File: src/rtl/instr_stream_loader.sv
// Packs a byte-serial instruction stream into WIN-byte write windows for the instruction buffer.
// Issues one write per window once the circular buffer has room, and tracks occupancy against fetch-side reads.
module instr_stream_loader #(
  parameter int WIN      = 8,
  parameter int LOG_WIN  = 3,
  parameter int LOG_RWIN = 3,
  parameter int DEPTH    = 256,
  parameter int LVL_W    = 9
) (
  input  logic                 clk,
  input  logic                 rst_n,
  input  logic [7:0]           s_byte,
  input  logic                 s_vld,
  input  logic                 s_last,
  output logic                 s_rdy,
  output logic                 we,
  output logic [LOG_WIN-1:0]   write_pointer_shift_minusone,
  output logic [WIN*8-1:0]     wr_data,
  input  logic                 rd_shift_vld,
  input  logic [LOG_RWIN-1:0]  rd_shift_minusone,
  output logic [LVL_W-1:0]     level,
  output logic                 load_done,
  output logic                 overflow_err
);

  typedef enum logic [1:0] {FILL, WAIT_SPACE, ISSUE, DONE} state_t;
  typedef logic [LOG_WIN:0] cnt_t;
  typedef logic [LVL_W:0]   sum_t;

  localparam sum_t DEPTH_S = sum_t'(DEPTH);

  state_t             state_q;
  cnt_t               cnt_q;
  logic [WIN*8-1:0]   win_q;
  logic               last_seen_q;
  logic               s_rdy_q;
  logic               we_q;
  logic [LOG_WIN-1:0] minus_q;
  logic [WIN*8-1:0]   wr_data_q;
  logic [LVL_W-1:0]   level_q;
  logic               load_done_q;
  logic               ovf_q;

  logic               accept;
  cnt_t               cnt_inc;
  logic               close_win;
  logic               space_ok;
  sum_t               added;
  sum_t               consumed;
  sum_t               total;
  logic               underflow;
  logic [LVL_W-1:0]   level_d;

  always_comb begin
    accept    = (state_q == FILL) && s_rdy_q && s_vld;
    cnt_inc   = cnt_q + cnt_t'(1);
    close_win = accept && ((cnt_inc == cnt_t'(WIN)) || s_last);
    space_ok  = (DEPTH_S - sum_t'(level_q)) >= sum_t'(cnt_q);
    // Writes and reads in the same cycle net out before the underflow test.
    added     = (state_q == ISSUE) ? sum_t'(cnt_q) : '0;
    consumed  = rd_shift_vld ? (sum_t'(rd_shift_minusone) + sum_t'(1)) : '0;
    total     = sum_t'(level_q) + added;
    underflow = consumed > total;
    level_d   = underflow ? '0 : LVL_W'(total - consumed);
  end

  always_ff @(posedge clk or negedge rst_n) begin
    if (!rst_n) begin
      state_q     <= FILL;
      cnt_q       <= '0;
      win_q       <= '0;
      last_seen_q <= 1'b0;
      s_rdy_q     <= 1'b0;
      we_q        <= 1'b0;
      minus_q     <= '0;
      wr_data_q   <= '0;
      level_q     <= '0;
      load_done_q <= 1'b0;
      ovf_q       <= 1'b0;
    end else begin
      level_q <= level_d;
      if (underflow) begin
        ovf_q <= 1'b1;
      end
      case (state_q)
        FILL: begin
          s_rdy_q <= !close_win;
          if (accept) begin
            for (int k = 0; k < WIN; k++) begin
              if (cnt_q[LOG_WIN-1:0] == LOG_WIN'(k)) begin
                win_q[8*k +: 8] <= s_byte;
              end
            end
            cnt_q <= cnt_inc;
          end
          if (close_win) begin
            last_seen_q <= s_last;
            state_q     <= WAIT_SPACE;
          end
        end
        WAIT_SPACE: begin
          if (space_ok) begin
            state_q   <= ISSUE;
            we_q      <= 1'b1;
            minus_q   <= LOG_WIN'(cnt_q - cnt_t'(1));
            wr_data_q <= win_q;
          end
        end
        ISSUE: begin
          we_q  <= 1'b0;
          win_q <= '0;
          cnt_q <= '0;
          if (last_seen_q) begin
            state_q     <= DONE;
            load_done_q <= 1'b1;
          end else begin
            state_q <= FILL;
            s_rdy_q <= 1'b1;
          end
        end
        default: begin
          s_rdy_q <= 1'b0;
        end
      endcase
    end
  end

  assign s_rdy                        = s_rdy_q;
  assign we                           = we_q;
  assign write_pointer_shift_minusone = minus_q;
  assign wr_data                      = wr_data_q;
  assign level                        = level_q;
  assign load_done                    = load_done_q;
  assign overflow_err                 = ovf_q;

endmodule

File: config.mk
export PLATFORM = sky130hd
export DESIGN_NAME = instr_stream_loader
export DESIGN_NICKNAME = d
export VERILOG_FILES = /design/src/rtl/instr_stream_loader.sv
export SDC_FILE = /design/constraint.sdc
export NUM_CORES = 1
export LEC_CHECK = 0
export CAP_MARGIN = 20
export CORE_ASPECT_RATIO = 1.1
export CORE_UTILIZATION = 50
export CTS_CLUSTER_DIAMETER = 150
export CTS_CLUSTER_SIZE = 14
export DETAILED_ROUTE_END_ITERATION = 12
export GPL_TIMING_DRIVEN = 0
export PLACE_DENSITY = 0.78
export SLEW_MARGIN = 10
export SYNTH_ARGS = -nofsm -noshare
export SYNTH_HDL_FRONTEND = slang
export SYNTH_SLANG_ARGS = --single-unit
export TNS_END_PERCENT = 10
File: constraint.sdc
create_clock -name clk -period 3.03 [get_ports clk]
set_clock_uncertainty 0.05 [all_clocks]
set_input_delay 0.303 -clock clk [delete_from_list [all_inputs] [get_ports clk]]
set_output_delay 0.303 -clock clk [all_outputs]
set_load 0.02 [all_outputs]
Word-level counts from Yosys, hierarchy flattened:

Cells that the tools add are included.

* $add $sub $neg: 6
* magnitude comparators: 2
* equality and inequality tests: 22
* muxes and demuxes: 23
* bitwise operators: 1
* reduce and logical (&&, ||, !) cells: 25

Operators with widths (number)
* case mux 64 bit (2 select lines): 1
* 2-to-1 mux 64 bit: 1
* 2-to-1 mux 8 bit: 8
* AND reduction 3 bit: 9
* != test 2 x 1 -> 1 bit, second input constant: 8
* equality test 3 bit, second input constant: 4
* 2-to-1 mux 4 bit: 3
* AND reduction 2 bit: 6
* adder 9 x 4 -> 10 bit: 1
* greater-or-equal comparator 10 x 4 -> 1 bit: 1
* greater-than comparator 4 x 10 -> 1 bit: 1
* subtractor 9 x 9 -> 10 bit, first input constant: 1
* 2-to-1 mux 9 bit: 1
* subtractor 9 x 4 -> 9 bit: 1
* != test 2 bit, second input constant: 4
* case mux 4 bit (2 select lines): 1
* equality test 3 x 2 -> 1 bit, second input constant: 2
* 2-to-1 mux 2 bit: 3
* case mux 2 bit (3 select lines): 1
* adder 3 x 1 -> 4 bit, second input constant: 1
* adder 4 x 1 -> 4 bit, second input constant: 1
* equality test 4 bit, second input constant: 1
* nonzero test 2 bit: 2
* equality test 3 x 1 -> 1 bit, second input constant: 1
* other kinds (13): 16

* register bits after elaboration: 151
* input port bits: 16
* output and inout bits: 80
* word-level logic and storage cells: 97

Depth between registers and ports, before layout:

Gate-level depths: netlist of the first run.

* depth after elaboration: 6
* depth in mapped cells: 17

Worst setup path before layout of the first run:

No wires, ideal clock.

* path kind: reg-to-reg
* from: register state_q[0]
* to: register level_q[2] (netlist: level[2])
* library setup time: 0.142 ns
* arrival: 3.146 ns
* required time: 2.838 ns
* path slack: -0.308 ns
* cell stages (with the launch flop): 16
* period minus slack after synthesis: 3.338 ns
* path through: dfrtp_1 -> inv_1 -> ha_1 -> clkbuf_1 -> and2_1 -> ha_1 -> a211oi_1 -> nor2_1 -> a21oi_1 -> inv_1 -> ha_1 -> nand2_1 -> o21ai_0 -> o211ai_2 -> nor4b_4 -> nor3_1

* longest elaborated chain between the ends: 5
* elaborated cells between the ends (all ways): 6
* classes of those cells: 2 x add/sub; 1 x order compare; 1 x eq/ne; 2 x mux

Ends and longest elaborated chain
* start: declaration: RTL line 32 `state_t state_q;`
* start signal: assignment: RTL line 69 `state_q <= FILL;`
* start signal: assignment: RTL line 98 `state_q <= WAIT_SPACE;`
* start signal: assignment: RTL line 103 `state_q <= ISSUE;`
* equality test 2 bit (*): RTL line 60 `added = (state_q == ISSUE) ? sum_t'(cnt_q) : '0;`
* 2-to-1 mux 4 bit (*): RTL line 60
* adder 9 x 4 -> 10 bit (*): RTL line 62 `total = sum_t'(level_q) + added;`
* subtractor 9 x 4 -> 9 bit / greater-than comparator 4 x 10 -> 1 bit (equally long branches): RTL line 64, 63
* 2-to-1 mux 9 bit (*): RTL line 64 `level_d = underflow ? '0 : LVL_W'(total - consumed);`
* named net level_d[2]: RTL line 52 `logic [LVL_W-1:0] level_d;`
* end signal: assignment: RTL line 81 `level_q <= level_d;`
* end: declaration: RTL line 40 `logic [LVL_W-1:0] level_q;`

The timed path passes the listed nets; every way through them passes the cells marked *.
A chain may end at the register's enable or synchronous reset.

Worst setup path in the final report of the first run:

* from: register state_q[1]
* to: register level_q[5] (netlist: level[5])

Same word-level chain as after synthesis.

==> results of run 1 <==
placed cells by master, fill, tap and decap left out, types with 4 or more instances in the layout:
cell | Yosys | final
xnor2_1 | 11 | 11
nand2_1 | 16 | 16
nor2_2 | 3 | 4
mux2_1 | 29 | 29
clkbuf_16 | 0 | 17
nand3_1 | 5 | 5
nor2b_1 | 11 | 10
dfrtp_1 | 151 | 151
o21ai_0 | 6 | 4
clkinv_4 | 0 | 4
nand2b_1 | 5 | 5
xor2_1 | 6 | 5
mux2_2 | 103 | 103
ha_1 | 29 | 22
clkdlybuf4s50_1 | 0 | 94
inv_1 | 23 | 21
a21oi_1 | 14 | 13
buf_4 | 4 | 17
nor2_1 | 18 | 17
buf_6 | 5 | 5
o211ai_1 | 4 | 4
buf_2 | 4 | 4
a21oi_2 | 4 | 5
ha_4 | 0 | 6
nand4_1 | 5 | 5
and2_4 | 0 | 4
metrics by stage:
stage                     power [mW]  util (%)  worst slack (ps)  std cells
after floorplan                 7.18         -             -24.1        511
after global placement          8.88      61.1             -4040        790
after detailed placement        9.09      61.3              -478        791
after CTS                       11.3      66.5              3.73        832
after global routing            12.0      66.9             -39.8        834
final                           11.3      66.9              80.1        834
sequential cells by signal, indices dropped and copies added, names as in the netlist:
| name | count |
|---|---|
| load_done | 1 |
| s_rdy | 1 |
| last_seen_q | 1 |
| level | 9 |
| state_q | 2 |
| overflow_err | 1 |
| win_q | 64 |
| wr_data | 64 |
| we | 1 |
| cnt_q | 4 |
| write_pointer_shift_minusone | 3 |
cell type report:
cell class | instances | area [sq um]
Buffer | 13 | 98.8
Clock buffer | 20 | 457
Clock inverter | 12 | 119
Fill cell | 998 | 4410
Inverter | 24 | 90.1
Multi-Input combinational cell | 320 | 3050
Sequential cell | 151 | 3780
Tap cell | 184 | 230
Timing Repair Buffer | 110 | 1090
timing repair:
action	CTS	global route
hold endpoints to repair	81	0
setup endpoints to repair	10	10
setup buffers	10	3
cloned	0	0
pin swaps	9	8
gates resized for setup	8	13
hold buffers	1	0
power by group through the flow:
stage / clock [mW] / combinational (mW) / sequential, mW
3_3_place_gp: 0 / 5.21 / 3.67
6_report: 1.99 / 5.57 / 3.70
5_1_grt: 2.11 / 6.02 / 3.83
3_5_place_dp: 0 / 5.37 / 3.72
2_1_floorplan: 0 / 3.00 / 4.19
4_1_cts: 2.02 / 5.53 / 3.70
final timing paths:
check	from	to	slack, ps	depth (start not counted)
worst max register to register	state_q[1]$_DFFE_PN0P_	level[5]$_DFF_PN0_	80	11
max in group asynchronous	rst_n	wr_data[15]$_DFFE_PN0P_	1680	3
worst min register to register	overflow_err$_DFFE_PN0N_	overflow_err$_DFFE_PN0N_	420	1
min in group asynchronous	rst_n	wr_data[31]$_DFFE_PN0P_	460	2
worst min-delay path	overflow_err$_DFFE_PN0N_	overflow_err$_DFFE_PN0N_	420	1
worst max-delay path	state_q[1]$_DFFE_PN0P_	level[5]$_DFF_PN0_	80	11
cells by family after synthesis:
kind of cell	Yosys count
XOR/XNOR	17
multiplexers	135
AO/OA/AOI/OAI	56
buffers and inverters	40
AND/OR/NAND/NOR	81
adder cells (fa/ha/maj)	31
flip-flops	151
layer usage:
metal / up-vias / wire [microns] / global-route usage, %
met5: - / 0 / 0
met1: 2234 / 6040 / 25.4
li1: 2050 / - / -
met4: 0 / 167 / 5.96
met2: 90 / 7290 / 37.1
met3: 17 / 388 / 4.36
==> run_summary.xml, run 1 <==
<?xml version="1.0" encoding="UTF-8"?>
<metrics>
  <group name="yosys">
    <metric name="synth.mux.area_fraction" unit="%">21.9</metric>
    <metric name="synth_top_area_share" unit="%">54.7</metric>
    <metric name="synth-edff-count" unit="">0</metric>
    <metric name="number_of_synthesized_register_bits" unit="">151</metric>
    <metric name="synth_sequential_area_ratio" unit="%">54.7</metric>
    <metric name="synthesis.yosys.warnings" unit="">0</metric>
    <metric name="ys_async_rst_share" unit="%">100</metric>
    <metric name="synth_adder_area_share" unit="%">5.83</metric>
    <metric name="synth.most_common_cell" unit="">dfrtp_1</metric>
    <metric name="yosys.area_share.simple" unit="%">6.39</metric>
    <metric name="post_synth_xor_area_fraction" unit="%">2.16</metric>
    <metric name="synth.avg_cell_area" unit="sq um">13.5</metric>
    <metric name="synth_area_leaders" unit="">dfrtp_1 (55%), mux2_2 (17%), ha_1 (5.3%)</metric>
    <metric name="synthDistinctLibCells" unit="">55</metric>
    <metric name="post-synth-top-area-cell" unit="">dfrtp_1</metric>
    <metric name="postSynthNetCount" unit="">558</metric>
    <metric name="synth_top_family_by_area" unit="">multiplexers</metric>
    <metric name="synth_flop_cell" unit="">dfrtp_1</metric>
    <metric name="syn_inst" unit="">511</metric>
    <metric name="post_synth_most_frequent_cells" unit="">dfrtp_1 (151), mux2_2 (103), ha_1 (29), mux2_1 (29), inv_1 (23)</metric>
    <metric name="synth_compound_area_share" unit="%">5.98</metric>
    <metric name="cell_area_after_technology_mapping" unit="sq um">6910</metric>
  </group>
  <group name="critical_path">
    <metric name="worst_ep_arrival_time" unit="ps">3200</metric>
    <metric name="critical_path_class" unit="">register to register</metric>
    <metric name="start_kind" unit="">register</metric>
    <metric name="critPathRequiredTime" unit="ps">3280</metric>
    <metric name="path_delay_family" unit="">adder cells</metric>
    <metric name="critPathMaxStageDelay" unit="ps">570</metric>
    <metric name="path_buf_inv" unit="">0</metric>
    <metric name="top_fanout_value_on_the_critical_path" unit="">6</metric>
    <metric name="critical_path.cell_chain" unit="">ha_4 -&gt; and2_4 -&gt; ha_4 -&gt; fa_2 -&gt; ha_4 -&gt; nor2b_1 -&gt; o31a_1 -&gt; or2_4 -&gt; o211ai_1 -&gt; xnor2_1 -&gt; nor2_1</metric>
    <metric name="critical_path.most_common_cell" unit="">ha_4</metric>
    <metric name="critical_path.slowest_cell" unit="">fa_2</metric>
    <metric name="endpoint_kind" unit="">register</metric>
  </group>
  <group name="floorplanning">
    <metric name="die_height" unit="microns">125</metric>
    <metric name="die_width" unit="microns">114</metric>
    <metric name="std_cell_rows" unit="">44</metric>
    <metric name="floorplan.initialDensity" unit="%">51.9</metric>
    <metric name="die_area" unit="sq um">14300</metric>
    <metric name="num_io_pins" unit="">96</metric>
    <metric name="design.core.area" unit="sq um">13300</metric>
  </group>
  <group name="clock_network">
    <metric name="clock_tree.root_cell" unit="">clkbuf_16</metric>
    <metric name="h-tree-depth" unit="">4</metric>
    <metric name="cts_tree" unit="">done</metric>
    <metric name="worst_setup_hold_path_clk_slew" unit="ps">60</metric>
    <metric name="cts_sink_count" unit="">151</metric>
    <metric name="cts-buffers-inserted" unit="">17</metric>
    <metric name="clk_path_buf_depth" unit="">2</metric>
    <metric name="insertion_delay_of_the_later_clocked_pin_in_the_worst_skew_pair" unit="ps">410</metric>
  </group>
  <group name="routing">
    <metric name="dr.first_iter.drc_count" unit="">168</metric>
    <metric name="drc" unit="">0</metric>
    <metric name="dr.pass1.iters" unit="">6</metric>
    <metric name="routed_wire_length_per_instance" unit="microns">16.7</metric>
    <metric name="antenna_left" unit="">0</metric>
    <metric name="dr_total_vias" unit="">4391</metric>
    <metric name="via_per_inst" unit="">5.26</metric>
    <metric name="routed_wirelength" unit="microns">13900</metric>
  </group>
  <group name="place">
    <metric name="dp_hpwl" unit="microns">9870</metric>
    <metric name="postPlaceCellArea" unit="sq um">8160</metric>
    <metric name="portBuffers" unit="">95</metric>
    <metric name="place.gp.congestion" unit="">0.803</metric>
  </group>
  <group name="power">
    <metric name="combinational_group_share_of_total_power" unit="%">49.5</metric>
    <metric name="total_leakage_power" unit="nW">3.91</metric>
    <metric name="sequentialPowerShare" unit="%">32.8</metric>
    <metric name="worst_ir_drop_vdd" unit="mV">0.571</metric>
    <metric name="power.share.clock" unit="%">17.7</metric>
    <metric name="power_density" unit="nW/um^2">1260</metric>
    <metric name="p_int" unit="mW">7.16</metric>
    <metric name="power_switching_share" unit="%">36.4</metric>
    <metric name="switching_power" unit="mW">4.10</metric>
  </group>
  <group name="global_routing">
    <metric name="grt-ovfl-total" unit="">0</metric>
    <metric name="antenna_found_initial" unit="">0</metric>
    <metric name="grt_max_degree" unit="">83</metric>
    <metric name="vias_in_the_first_global_route" unit="">4589</metric>
    <metric name="grt_pass1_wl" unit="microns">22900</metric>
    <metric name="grt_usage" unit="%">20.9</metric>
  </group>
  <group name="timing">
    <metric name="worst_slew_pin_slew" unit="ps">944</metric>
    <metric name="min_period" unit="ps">2950</metric>
    <metric name="achievable-frequency" unit="MHz">339</metric>
    <metric name="rsz0062_at_grt" unit="">yes</metric>
    <metric name="finalHoldWorstSlack" unit="ps">423</metric>
    <metric name="timing.slew.headroom" unit="%">36.9</metric>
    <metric name="setup_violations" unit="">0</metric>
    <metric name="timing_max_transition_violations_final" unit="">0</metric>
    <metric name="layout_worst_path_cycle_share" unit="%">97.4</metric>
    <metric name="fin_setup_tns" unit="ps">0</metric>
    <metric name="finalHoldViolCount" unit="">0</metric>
  </group>
  <group name="layout">
    <metric name="final_area" unit="sq um">8910</metric>
    <metric name="drive_gt1_share" unit="%">31.1</metric>
    <metric name="nNetsFinal" unit="">684</metric>
    <metric name="antenna_cells" unit="">0</metric>
    <metric name="area_delta_synth_final" unit="%">29.0</metric>
  </group>
  <group name="flow_run">
    <metric name="cap_violations" unit="">0</metric>
  </group>
  <group name="status">
    <metric name="status" unit="">finished clean</metric>
  </group>
  <group name="hold_path">
    <metric name="holdCritPathClass" unit="">register to register</metric>
  </group>
</metrics>
Note: power is estimated with default switching activity, not from simulation.
==> inputs of run 2 (changes only) <==
--- a/constraint.sdc
+++ b/constraint.sdc
@@ -4,2 +4,2 @@
 set_output_delay 0.303 -clock clk [all_outputs]
-set_load 0.02 [all_outputs]
+set_load 0.005 [all_outputs]
==> results of run 2 <==
Same layout as run 1 (identical final DEF). Status: finished clean.
Among the figures that moved: total power 11.3 mW -> 10.6 mW; worst IR drop on VDD 0.571 mV -> 0.570 mV
==> patch, RTL diff (flow settings as in run 2) <==
Change the parameter `LOG_RWIN` from 3 to 2.
--- a/src/rtl/instr_stream_loader.sv
+++ b/src/rtl/instr_stream_loader.sv
@@ -5,3 +5,3 @@
   parameter int LOG_WIN  = 3,
-  parameter int LOG_RWIN = 3,
+  parameter int LOG_RWIN = 2,
   parameter int DEPTH    = 256,
Interface: changed (resized rd_shift_minusone); port bits go from 96 to 95. No check against the original RTL was run, so the function may have changed too.
==> patch against run 2 <==
- the run now ends with negative setup slack left
- critical path type unchanged
- area after synthesis is 2.4% lower
- worst setup slack got worse by 110 ps
- routed wire length is 1.4% higher
- sequential cell count unchanged
- power down 2.9%
- final cell count is 4.7% lower
- combinational power fell by 6.5%
- design area down 2.3%
- first-iteration DRC count increased by 36%
- sequential share of layout area rose by 1.0 points
- count of clock-buffer cells in the layout down 1
==> patch: results (changes against run 2) <==
{
  "worst_path_largest_cell_delay": {"value": 530, "unit": "ps", "change": "-40 ps"},
  "cpMaxStageDelayCell": "sky130_fd_sc_hd__or4b_4",
  "clk_transition_reported_paths": {"value": 60, "unit": "ps", "change": "about the same"},
  "rr_worst_depth": {"value": 12, "change": "+1"},
  "grt_pass1_vias": {"value": 4411, "change": "-3.9%"},
  "synth.yosys.seq_area_share": {"value": 0.560, "change": "+0.0134"},
  "async_reset_ff_frac": {"value": 1.00, "change": "unchanged"},
  "ctsLongestPathBuffers": {"value": 2, "change": "unchanged"},
  "cts_root_buffer": "sky130_fd_sc_hd__clkbuf_16",
  "worstSkewPairLatency_ps": 420,
  "synth.cells.most_frequent": "sky130_fd_sc_hd__dfrtp_1 (151), sky130_fd_sc_hd__mux2_2 (65), sky130_fd_sc_hd__mux2_1 (64)",
  "setup_viol": {"value": 9, "change": "+9"},
  "grt_util_all_layers": {"value": 0.217, "change": "+0.00817"},
  "drt-total-wl": {"value": 14.1, "unit": "mm", "change": "+1.4%"},
  "grt_pass1_wl": {"value": 22.7, "unit": "mm", "change": "-0.97%"},
  "worstMarginPinSlew": {"value": 1010, "unit": "ps", "change": "+64.9 ps"},
  "synth_fp_nets": {"value": 540, "change": "-3.2%"},
  "worst_setup_path_endpoint": "overflow_err",
  "cts_made_buffers": {"value": 17, "change": "unchanged"},
  "critical_path.startpoint_type": "flop",
  "timing.final.ws_setup": {"value": -34.8, "unit": "ps", "change": "-115 ps"},
  "gp_congestion": {"value": 0.915, "change": "+14%"},
  "num-nets-final": {"value": 665, "change": "-2.8%"},
  "synthTopCellsByArea": "sky130_fd_sc_hd__dfrtp_1 (56%), sky130_fd_sc_hd__mux2_2 (11%), sky130_fd_sc_hd__mux2_1 (11%)",
  "layout.filler_cells": {"value": 943, "change": "-5.5%"},
  "initialDrtViolationCount": {"value": 228, "change": "+36%"},
  "yosys_warnings": {"value": 0, "change": "unchanged"},
  "total_leakage_power": {"value": 3.82, "unit": "nW", "change": "-2.2%"},
  "max-vdd-ir-drop": {"value": 0.000580, "unit": "V", "change": "+1.6%"},
  "place_hpwl": {"value": 9.73, "unit": "mm", "change": "-1.4%"},
  "drt_first_pass_iters": {"value": 4, "change": "-2"},
  "failed_checks": "negative setup slack",
  "via_count": {"value": 4334, "change": "-1.3%"},
  "io_buffer_count": {"value": 94, "change": "-1.1%"},
  "post_route_cells_drive_above_1_share": {"value": 0.222, "change": "-0.0884"},
  "worstHoldPathType": "in -> async",
  "crit_path_start": "state_q[1]",
  "path_delay_family": "simple AND/OR/NAND/NOR gates",
  "antenna-diode-count": {"value": 0, "change": "unchanged"},
  "worst-endpoint-arrival": {"value": 3380, "unit": "ps", "change": "+180 ps"},
  "post_synthesis_cell_type_count": {"value": 48, "change": "-13%"},
  "pin_count_of_the_biggest_net_entering_global_routing": {"value": 107, "change": "+29%"},
  "timing.critical_path.fanout_max": {"value": 8, "change": "+2"},
  "status": "finished with violations",
  "antenna_violations_before_repair": {"value": 0, "change": "unchanged"},
  "cts_max_level": {"value": 4, "change": "unchanged"}
}
-- patch: layout make-up --
type	instances	area share
Tap cell	161	0.0231
Clock inverter	13	0.0142
Inverter	18	0.00776
Timing Repair Buffer	107	0.122
Multi-Input combinational cell	312	0.334
Sequential cell	151	0.434
Buffer	14	0.0124
Clock buffer	19	0.0520
-- patch: metrics by stage --
stage          cell area (sq um)  worst slack (ps)  TNS (ps)  std cells  hold slack [ps]
4_1_cts                     8660             -49.4      -271        791              317
3_5_place_dp                7990              -363     -3240        752              175
5_1_grt                     8700              -189     -1380        795              332
6_report                    8700             -34.8      -150        795              309
3_3_place_gp                7960             -4130   -624280        751              410
2_1_floorplan               6820             -32.8      -147        496            -42.6
-- patch: timing repair --
item,CTS,global route
pin swaps,8,6
endpoints found under the hold margin,45,0
endpoints found under the setup margin,41,123
resized for setup,8,4
buffers inserted,7,4
hold buffers,1,0
-- patch: logic make-up (layout without fill, tap and decap cells) --
logic type      after synthesis  in the layout  synth area share
xor+xnor                     14             14            0.0182
flops                       151            151             0.560
mux                         133            133             0.221
simple gates                 89             89            0.0707
fa+ha+maj                    29             29            0.0560
compound gates               47             47            0.0469
buf+inv                      33            171            0.0265
-- patch: metal layers --
layer / global-route usage / vias up / wire, um / part of all wire
li1: - / 2006 / - / -
met5: 0 / - / 0 / 0
met1: 0.258 / 2202 / 5950 / 0.42
met2: 0.375 / 106 / 7300 / 0.52
met3: 0.0530 / 20 / 610 / 0.043
met4: 0.100 / 0 / 227 / 0.016
-- patch: report_power, final --
part           switching, mW  internal (mW)  total (mW)  leakage (nW)
registers              0.633           3.05        3.69          1.82
logic                   1.96           2.66        4.63          1.73
clock network          0.839           1.18        2.02         0.276
